**config.mk**
```make
export PLATFORM = sky130hd
export DESIGN_NAME = preg_arbiter
export DESIGN_NICKNAME = d
export VERILOG_FILES = /design/src/rtl/preg_arbiter_pkg.sv /design/src/rtl/preg_arbiter_rr_pick.sv /design/src/rtl/preg_arbiter.sv
export SDC_FILE = /design/constraint.sdc
export NUM_CORES = 1
export LEC_CHECK = 0
export BUFFER_PORTS_ARGS = -buffer_cell sky130_fd_sc_hd__buf_2
export CAP_MARGIN = 40
export CELL_PAD_IN_SITES_DETAIL_PLACEMENT = 1
export CELL_PAD_IN_SITES_GLOBAL_PLACEMENT = 1
export CORE_UTILIZATION = 40
export CTS_CLUSTER_SIZE = 40
export DETAILED_ROUTE_END_ITERATION = 10
export PLACE_DENSITY = 0.85
export SLEW_MARGIN = 20
export SYNTH_ARGS = -nofsm -noshare
export SYNTH_HDL_FRONTEND = slang
export SYNTH_SLANG_ARGS = --single-unit
```
**constraint.sdc**
```tcl
create_clock -name PCLK -period 2.3 [get_ports PCLK]
set_clock_uncertainty 0.1 [all_clocks]
set_input_delay 0.23 -clock PCLK [delete_from_list [all_inputs] [get_ports PCLK]]
set_output_delay 0.23 -clock PCLK [all_outputs]
set_load 0.03 [all_outputs]
```
**src/rtl/preg_arbiter_pkg.sv**
```systemverilog
// Shared types and constants for the peripheral register port arbiter.
package preg_pkg;

    localparam int PREG_AW = 6;
    localparam int PREG_DW = 16;

    localparam logic [PREG_AW-1:0] REG_DONE    = 6'h21;
    localparam logic [PREG_AW-1:0] REG_PRACUJE = 6'h22;

    typedef enum logic [1:0] {
        IDLE    = 2'd0,
        ISSUE   = 2'd1,
        RD_WAIT = 2'd2,
        RESP    = 2'd3
    } preg_state_e;

endpackage

```
**src/rtl/preg_arbiter_rr_pick.sv**
```systemverilog
// Two-way request picker: round-robin on ties, or fixed m0 priority when
// PREG_ARB_FIXED_PRIO_EN is defined.
module preg_rr_pick (
    input  logic [1:0] req,
    input  logic       last,
    output logic [1:0] grant,
    output logic       gnt_id
);

`ifdef PREG_ARB_FIXED_PRIO_EN
    logic unused_last;
    assign unused_last = last;

    always_comb begin
        grant  = 2'b00;
        gnt_id = 1'b0;
        if (req[0]) begin
            grant = 2'b01;
        end else if (req[1]) begin
            grant  = 2'b10;
            gnt_id = 1'b1;
        end
    end
`else
    always_comb begin
        grant  = 2'b00;
        gnt_id = 1'b0;
        if (req == 2'b11) begin
            // Tie goes to whoever was not granted last time
            gnt_id = ~last;
            grant  = last ? 2'b01 : 2'b10;
        end else if (req[0]) begin
            grant = 2'b01;
        end else if (req[1]) begin
            grant  = 2'b10;
            gnt_id = 1'b1;
        end
    end
`endif

endmodule

```
**src/rtl/preg_arbiter.sv**
```systemverilog
// Serialises two requesters onto the FIR peripheral register port.
// Optional macro PREG_ARB_FIXED_PRIO_EN selects fixed m0 priority.
import preg_pkg::*;

module preg_arbiter #(
    parameter int                 RD_LAT   = 6,
    parameter logic [PREG_AW-1:0] RO_ADDR0 = REG_DONE,
    parameter logic [PREG_AW-1:0] RO_ADDR1 = REG_PRACUJE
) (
    input  logic               PCLK,
    input  logic               PRESETn,
    input  logic               m0_req,
    input  logic               m0_wr,
    input  logic [PREG_AW-1:0] m0_addr,
    input  logic [PREG_DW-1:0] m0_wdata,
    output logic               m0_ack,
    output logic               m0_err,
    output logic [PREG_DW-1:0] m0_rdata,
    input  logic               m1_req,
    input  logic               m1_wr,
    input  logic [PREG_AW-1:0] m1_addr,
    input  logic [PREG_DW-1:0] m1_wdata,
    output logic               m1_ack,
    output logic               m1_err,
    output logic [PREG_DW-1:0] m1_rdata,
    output logic [PREG_AW-1:0] p_address,
    output logic [PREG_DW-1:0] p_data,
    output logic               p_wr,
    input  logic [PREG_DW-1:0] p_data_back,
    output logic               busy
);

    localparam int CNT_W = (RD_LAT > 1) ? $clog2(RD_LAT) : 1;
    localparam logic [CNT_W-1:0] CNT_LAST = CNT_W'(RD_LAT - 1);

    preg_state_e        state_q, state_d;
    logic               id_q, id_d;
    logic               wr_q, wr_d;
    logic               err_q, err_d;
    logic [PREG_AW-1:0] addr_q, addr_d;
    logic [PREG_DW-1:0] wdata_q, wdata_d;
    logic [CNT_W-1:0]   cnt_q, cnt_d;
    logic [PREG_AW-1:0] p_address_q, p_address_d;
    logic [PREG_DW-1:0] p_data_q, p_data_d;
    logic               p_wr_q, p_wr_d;
    logic               m0_ack_q, m0_ack_d, m1_ack_q, m1_ack_d;
    logic               m0_err_q, m0_err_d, m1_err_q, m1_err_d;
    logic [PREG_DW-1:0] m0_rdata_q, m0_rdata_d, m1_rdata_q, m1_rdata_d;
    logic               busy_q, busy_d;
    logic [1:0]         grant;
    logic               gnt_id;
    logic               last;

`ifdef PREG_ARB_FIXED_PRIO_EN
    assign last = 1'b0;
`else
    logic last_q, last_d;
    assign last = last_q;

    always_comb begin
        last_d = last_q;
        if (state_q == IDLE && grant != 2'b00) begin
            last_d = gnt_id;
        end
    end

    // Reset to 1 so that m0 wins the first tie
    always_ff @(posedge PCLK or negedge PRESETn) begin
        if (!PRESETn) last_q <= 1'b1;
        else          last_q <= last_d;
    end
`endif

    preg_rr_pick u_pick (
        .req    ({m1_req, m0_req}),
        .last   (last),
        .grant  (grant),
        .gnt_id (gnt_id)
    );

    always_comb begin
        state_d     = state_q;
        id_d        = id_q;
        wr_d        = wr_q;
        err_d       = err_q;
        addr_d      = addr_q;
        wdata_d     = wdata_q;
        cnt_d       = cnt_q;
        p_address_d = p_address_q;
        p_data_d    = p_data_q;
        p_wr_d      = 1'b0;
        m0_ack_d    = 1'b0;
        m1_ack_d    = 1'b0;
        m0_err_d    = 1'b0;
        m1_err_d    = 1'b0;
        m0_rdata_d  = m0_rdata_q;
        m1_rdata_d  = m1_rdata_q;

        case (state_q)
            IDLE: begin
                if (grant != 2'b00) begin
                    id_d    = gnt_id;
                    wr_d    = gnt_id ? m1_wr    : m0_wr;
                    addr_d  = gnt_id ? m1_addr  : m0_addr;
                    wdata_d = gnt_id ? m1_wdata : m0_wdata;
                    err_d   = 1'b0;
                    state_d = ISSUE;
                end
            end
            ISSUE: begin
                p_address_d = addr_q;
                if (wr_q) begin
                    if (addr_q == RO_ADDR0 || addr_q == RO_ADDR1) begin
                        err_d = 1'b1;
                    end else begin
                        p_data_d = wdata_q;
                        p_wr_d   = 1'b1;
                    end
                    state_d = RESP;
                end else begin
                    cnt_d   = '0;
                    state_d = RD_WAIT;
                end
            end
            RD_WAIT: begin
                // Read data has crossed the CDC path once the counter expires
                if (cnt_q == CNT_LAST) begin
                    if (id_q) m1_rdata_d = p_data_back;
                    else      m0_rdata_d = p_data_back;
                    state_d = RESP;
                end else begin
                    cnt_d = cnt_q + 1'b1;
                end
            end
            RESP: begin
                if (id_q) begin
                    m1_ack_d = 1'b1;
                    m1_err_d = err_q;
                end else begin
                    m0_ack_d = 1'b1;
                    m0_err_d = err_q;
                end
                state_d = IDLE;
            end
            default: state_d = IDLE;
        endcase

        busy_d = (state_d != IDLE);
    end

    always_ff @(posedge PCLK or negedge PRESETn) begin
        if (!PRESETn) begin
            state_q     <= IDLE;
            id_q        <= 1'b0;
            wr_q        <= 1'b0;
            err_q       <= 1'b0;
            addr_q      <= '0;
            wdata_q     <= '0;
            cnt_q       <= '0;
            p_address_q <= '0;
            p_data_q    <= '0;
            p_wr_q      <= 1'b0;
            m0_ack_q    <= 1'b0;
            m1_ack_q    <= 1'b0;
            m0_err_q    <= 1'b0;
            m1_err_q    <= 1'b0;
            m0_rdata_q  <= '0;
            m1_rdata_q  <= '0;
            busy_q      <= 1'b0;
        end else begin
            state_q     <= state_d;
            id_q        <= id_d;
            wr_q        <= wr_d;
            err_q       <= err_d;
            addr_q      <= addr_d;
            wdata_q     <= wdata_d;
            cnt_q       <= cnt_d;
            p_address_q <= p_address_d;
            p_data_q    <= p_data_d;
            p_wr_q      <= p_wr_d;
            m0_ack_q    <= m0_ack_d;
            m1_ack_q    <= m1_ack_d;
            m0_err_q    <= m0_err_d;
            m1_err_q    <= m1_err_d;
            m0_rdata_q  <= m0_rdata_d;
            m1_rdata_q  <= m1_rdata_d;
            busy_q      <= busy_d;
        end
    end

    assign m0_ack    = m0_ack_q;
    assign m0_err    = m0_err_q;
    assign m0_rdata  = m0_rdata_q;
    assign m1_ack    = m1_ack_q;
    assign m1_err    = m1_err_q;
    assign m1_rdata  = m1_rdata_q;
    assign p_address = p_address_q;
    assign p_data    = p_data_q;
    assign p_wr      = p_wr_q;
    assign busy      = busy_q;

endmodule
```
Word-level counts from Yosys, hierarchy flattened:

Cells that the tools add are included.

* flip-flop bits (word level): 91
* output and inout bits: 60
* word-level logic and storage cells: 79

* $add $sub $neg: 1
* eq/ne operators: 12
* mux-type cells: 32
* bitwise gates (word level): 3
* reductions and logical operators: 13

Operators by type and width (count)
* $mux W1: 19
* $mux W16: 1
* $eq A6 B6 Y1 const B: 2
* $mux W2: 6
* $reduce_and A3 Y1: 4
* $ne A2 B2 Y1 const B: 4
* $pmux W2 S4: 1
* $reduce_bool A2 Y1: 4
* $eq A2 B2 Y1 const B: 3
* $mux W3: 2
* $mux W6: 1
* $pmux W3 S2: 1
* $reduce_and A4 Y1: 1
* $add A3 B1 Y3 const B: 1
* $eq A3 B3 Y1 const B: 1
* $not A1 Y1: 3
* $eq A2 B1 Y1 const B: 1
* $logic_not A2 Y1: 1
* $ne A2 B1 Y1 const B: 1
* $pmux W1 S2: 1
* $reduce_and A2 Y1: 1
* $logic_and A1 B1 Y1: 1
* $logic_or A1 B1 Y1: 1

Depth between registers and ports, before layout:

* depth in word-level cells: 7
* gate-level depth with buffers: 7

By module:

A second synthesis with hierarchy kept.

* cells, all modules: 279
* area total of the unflattened synthesis: 3809.9 µm²

By module, submodules not included
* preg_arbiter: instances 1, cells an instance 275, area an instance 3783.6 µm²
* preg_rr_pick: instances 1, cells an instance 4, area an instance 26.3 µm²

Worst setup path after synthesis:

OpenSTA, ideal clock, no wires.

* path type: reg2reg
* start: register state_q[0]
* end: register m0_rdata_q[0], in the netlist m0_rdata[0]
* data arrival time: 1.539 ns
* required time: 2.075 ns
* path slack: 0.536 ns
* cell stages (with the launch flop): 7
* buffers on the path: 2
* period minus slack after synthesis: 1.764 ns
* cells stage by stage: dfrtp_1 -> inv_1 -> ha_1 -> buf_2 -> nand4b_2 -> buf_2 -> mux2_2

* longest elaborated chain between the ends: 2

Ends and longest elaborated chain
* from (decl): RTL line preg_arbiter.sv:36 `preg_state_e state_q, state_d;`
* from (signal assigned): RTL line preg_arbiter.sv:171 `state_q <= state_d;`
* $eq A2 B2 Y1: RTL line preg_arbiter.sv:99 `case (state_q)`
* $reduce_and A3 Y1 (no source line)
* to (signal assigned): RTL line preg_arbiter.sv:185 `m0_rdata_q <= m0_rdata_d;`
* to (decl): RTL line preg_arbiter.sv:48 `logic [PREG_DW-1:0] m0_rdata_q, m0_rdata_d, m1_rdata_q, m1_rdata_d;`

Every way passes these cells.
A chain may end at the register's enable or synchronous reset.

Worst setup path after layout:

* start: register state_q[0]
* end: register m0_rdata_q[15], in the netlist m0_rdata[15]

The elaborated chain is that of the path after synthesis.

==> run summary <==
Row count: 35
WS Path Type: reg2reg
Final hold vios: 0
Post-CTS Resized: 0
Routed wire length: 8430 µm
Post-synthesis xor/xnor area fraction: 0.230%
Number of synthesized flops with an enable pin: 0
#FFs+latches synth: 91
Synthesized Nets: 346
First-pass GRT wire length: 14000 µm
Area fraction in compound gates after synthesis: 5.92%
Largest net degree at the start of global routing: 38
FF-to-FF End: m0_rdata[15]$_DFFE_PN0P_
Yosys cell types: 36
CP max-delay cell: nand4b_2
Placer Congestion: 0.747
Gr ovfl total: 0
Status: finished, final reports clean
Crit path to: m0_rdata[15]$_DFFE_PN0P_
Inserted Diodes: 0
Hold slack: 0.0274 ns
Async set-or-reset flop fraction in the synthesized netlist: 100%
Die Y: 99.5 µm
GR Util All Layers: 18.5%
Setup bufs post-CTS: 0
Leakage: 2.39 nW
R2R Setup Slk: 0.18 ns
Fraction of synthesized area in multiplexers: 23.5%
Final Cycle Share: 92.4%
Vias per Instance: 4.86
Startpoint types: flop
Number of max-cap violations: 0
Synth top area share: 59.2%
HP Start: p_data_back[8]
CP top delay family: simple AND/OR/NAND/NOR gates
Io pins: 126
Max-slew violations: 0
Mean Syn Cell Area: 13.9 µm²
Design Area, Final: 0.00482 mm²
Total power: 6.99 mW
DR DRC count: 0
CTS buffer count: 9
Combinational family with the most area after synthesis: multiplexers
Critical path fanouts, max: 16
Worst min path class: in2reg
First drt pass iteration count: 4
Buf/Inv on CP: 1
Clk_lat worst skew: 0.35 ns
Die area: 0.00990 mm²
Post-route ant nets: 0
Clock buffer depth: 2
Non-Filler Instances: 538
Synth Cell Area: 0.00380 mm²
P&R area growth vs syn: 26.8%
Required time of the critical path: 2.44 ns
Post-Synth Adder-Cell Area: 2.30%
Max incr delay on CP: 0.53 ns
Critical Path, Cell by Cell: inv_1, ha_1, nand4b_2, mux2_2
CTS tree: yes
Cells after synthesis: 273
WL/cell: 15.7 µm
Cell count after placement: 520
CTS H-tree depth: 3
Yosys warning total: 0
Sink Count: 91
Pwr dens: 1450 mW/mm²
Core area: 0.00924 mm²
Min Tclk post-route: 2.12 ns
Detailed placement HPWL: 6510 µm
Most frequent cells in the layout: 124 x buf_2, 90 x dfrtp_1, 45 x mux2_2, 26 x nand2_1, 25 x mux2i_1
Worst-path clk slew: 0.09 ns
Placed cell area: 0.00460 mm²
IO Port Bufs: 125
Critical Path Sink Type: flop
# setup viols final: 0
RSZ-0062 raised after global routing: yes
Worst slew pin tran: 0.641 ns
Clock tree root buffer cell: clkbuf_8
Main synth FF type: dfrtp_1
R2r worst-path depth: 4
CP arrival: 2.26 ns
Initial Util: 41.1%
Initial antenna violation count: 0
Vias in the first global route: 2825
Worst Hold Depth: 2
VDD IR-drop max: 0.485 mV
Leading cell type in the layout, fill and taps excluded: buf_2
Share of layout cells above drive strength 1: 50.9%
Largest area contributor in the netlist: dfrtp_1
Synth area leaders: dfrtp_1 59%, mux2_2 13%, mux2i_1 6.6%
Worst path depth: 4
Crit. Startpoint: state_q[0]$_DFF_PN0_
DRT iter0 DRCs: 36
Post-synthesis simple-gate area fraction: 5.79%
Rel. slew slack: 57.2%
FMAX: 471 MHz
Die width: 99.5 µm
Sequential area share after synthesis: 59.9%
Nets: 477
Total number of vias: 2616
Critical R2R Launch: state_q[0]$_DFF_PN0_
==> cells in the mapped netlist, types with 4 or more instances <==
master    number
dfrtp_1       90
mux2_2        45
nand2_1       26
mux2i_1       25
o21ai_0       24
mux2_4         9
ha_1           7
buf_2          5
a21oi_1        4
clkbuf_1       4
==> per-stage QoR <==
stage	setup slack, ns	util (%)	setup TNS, ns
3_5_place_dp	0.156	49.8	0
6_report	0.176	52.2	0
2_1_floorplan	0.536	-	0
4_1_cts	0.142	52.2	0
3_3_place_gp	0.271	49.8	0
5_1_grt	-0.000255	52.2	-0.000255
==> power by group <==
part	switching, mW	leakage (nW)	internal, mW
registers	0.466	1.11	2.35
logic	1.91	1.19	1.18
clock network	0.548	0.0922	0.536
total	2.92	2.39	4.07
==> cells by family (layout without fill, tap and decap cells) <==
group	after synthesis	after routing
muxes	79	79
xor gates and xnor gates	1	1
and+or+nand+nor	41	41
adders and majority gates	7	7
AOI/OAI and AO/OA	38	38
DFF	91	91
buffers and inverters	16	152
==> worst min-delay path by stage <==
stage	end
CTS	m0_rdata[3]$_DFFE_PN0P_
floorplan	addr_q[0]$_DFFE_PN0P_
finish	m1_rdata[8]$_DFFE_PN0P_
global placement	m0_rdata[0]$_DFFE_PN0P_
detailed placement	m0_rdata[0]$_DFFE_PN0P_
global route	m0_rdata[3]$_DFFE_PN0P_
==> layout make-up <==
class,instances,area (µm²)
clock buffers,11,141
clock inverters,5,61.3
fillers,1000,4420
inverters,3,11.3
multi-input cells,166,1450
flip-flops and latches,91,2280
well taps,129,161
repair buffers,133,718
==> what timing repair did <==
| item | in CTS | in global routing |
|---|---|---|
| endpoints found under the setup margin | 0 | 1 |
| endpoints found under the hold margin | 35 | 0 |
| hold buffers | 2 | 0 |
==> layer usage <==
| layer | wire length (µm) | global-route usage, % | up-vias | share of wire, % |
|---|---|---|---|---|
| li1 | - | - | 1218 | - |
| met2 | 4140 | 31.1 | 110 | 49 |
| met4 | 60 | 5.20 | 0 | 0.71 |
| met5 | 0 | 0 | - | 0 |
| met3 | 518 | 4.92 | 7 | 6.1 |
| met1 | 3720 | 23.5 | 1281 | 44 |
==> state kept, by name, indices dropped and copies added (netlist names), 2 cells and up <==
name / count
m0_rdata: 16
m1_rdata: 16
p_data: 16
wdata_q: 16
addr_q: 6
p_address: 6
cnt_q: 3
state_q: 2
Power figures use the tool's default switching activity.
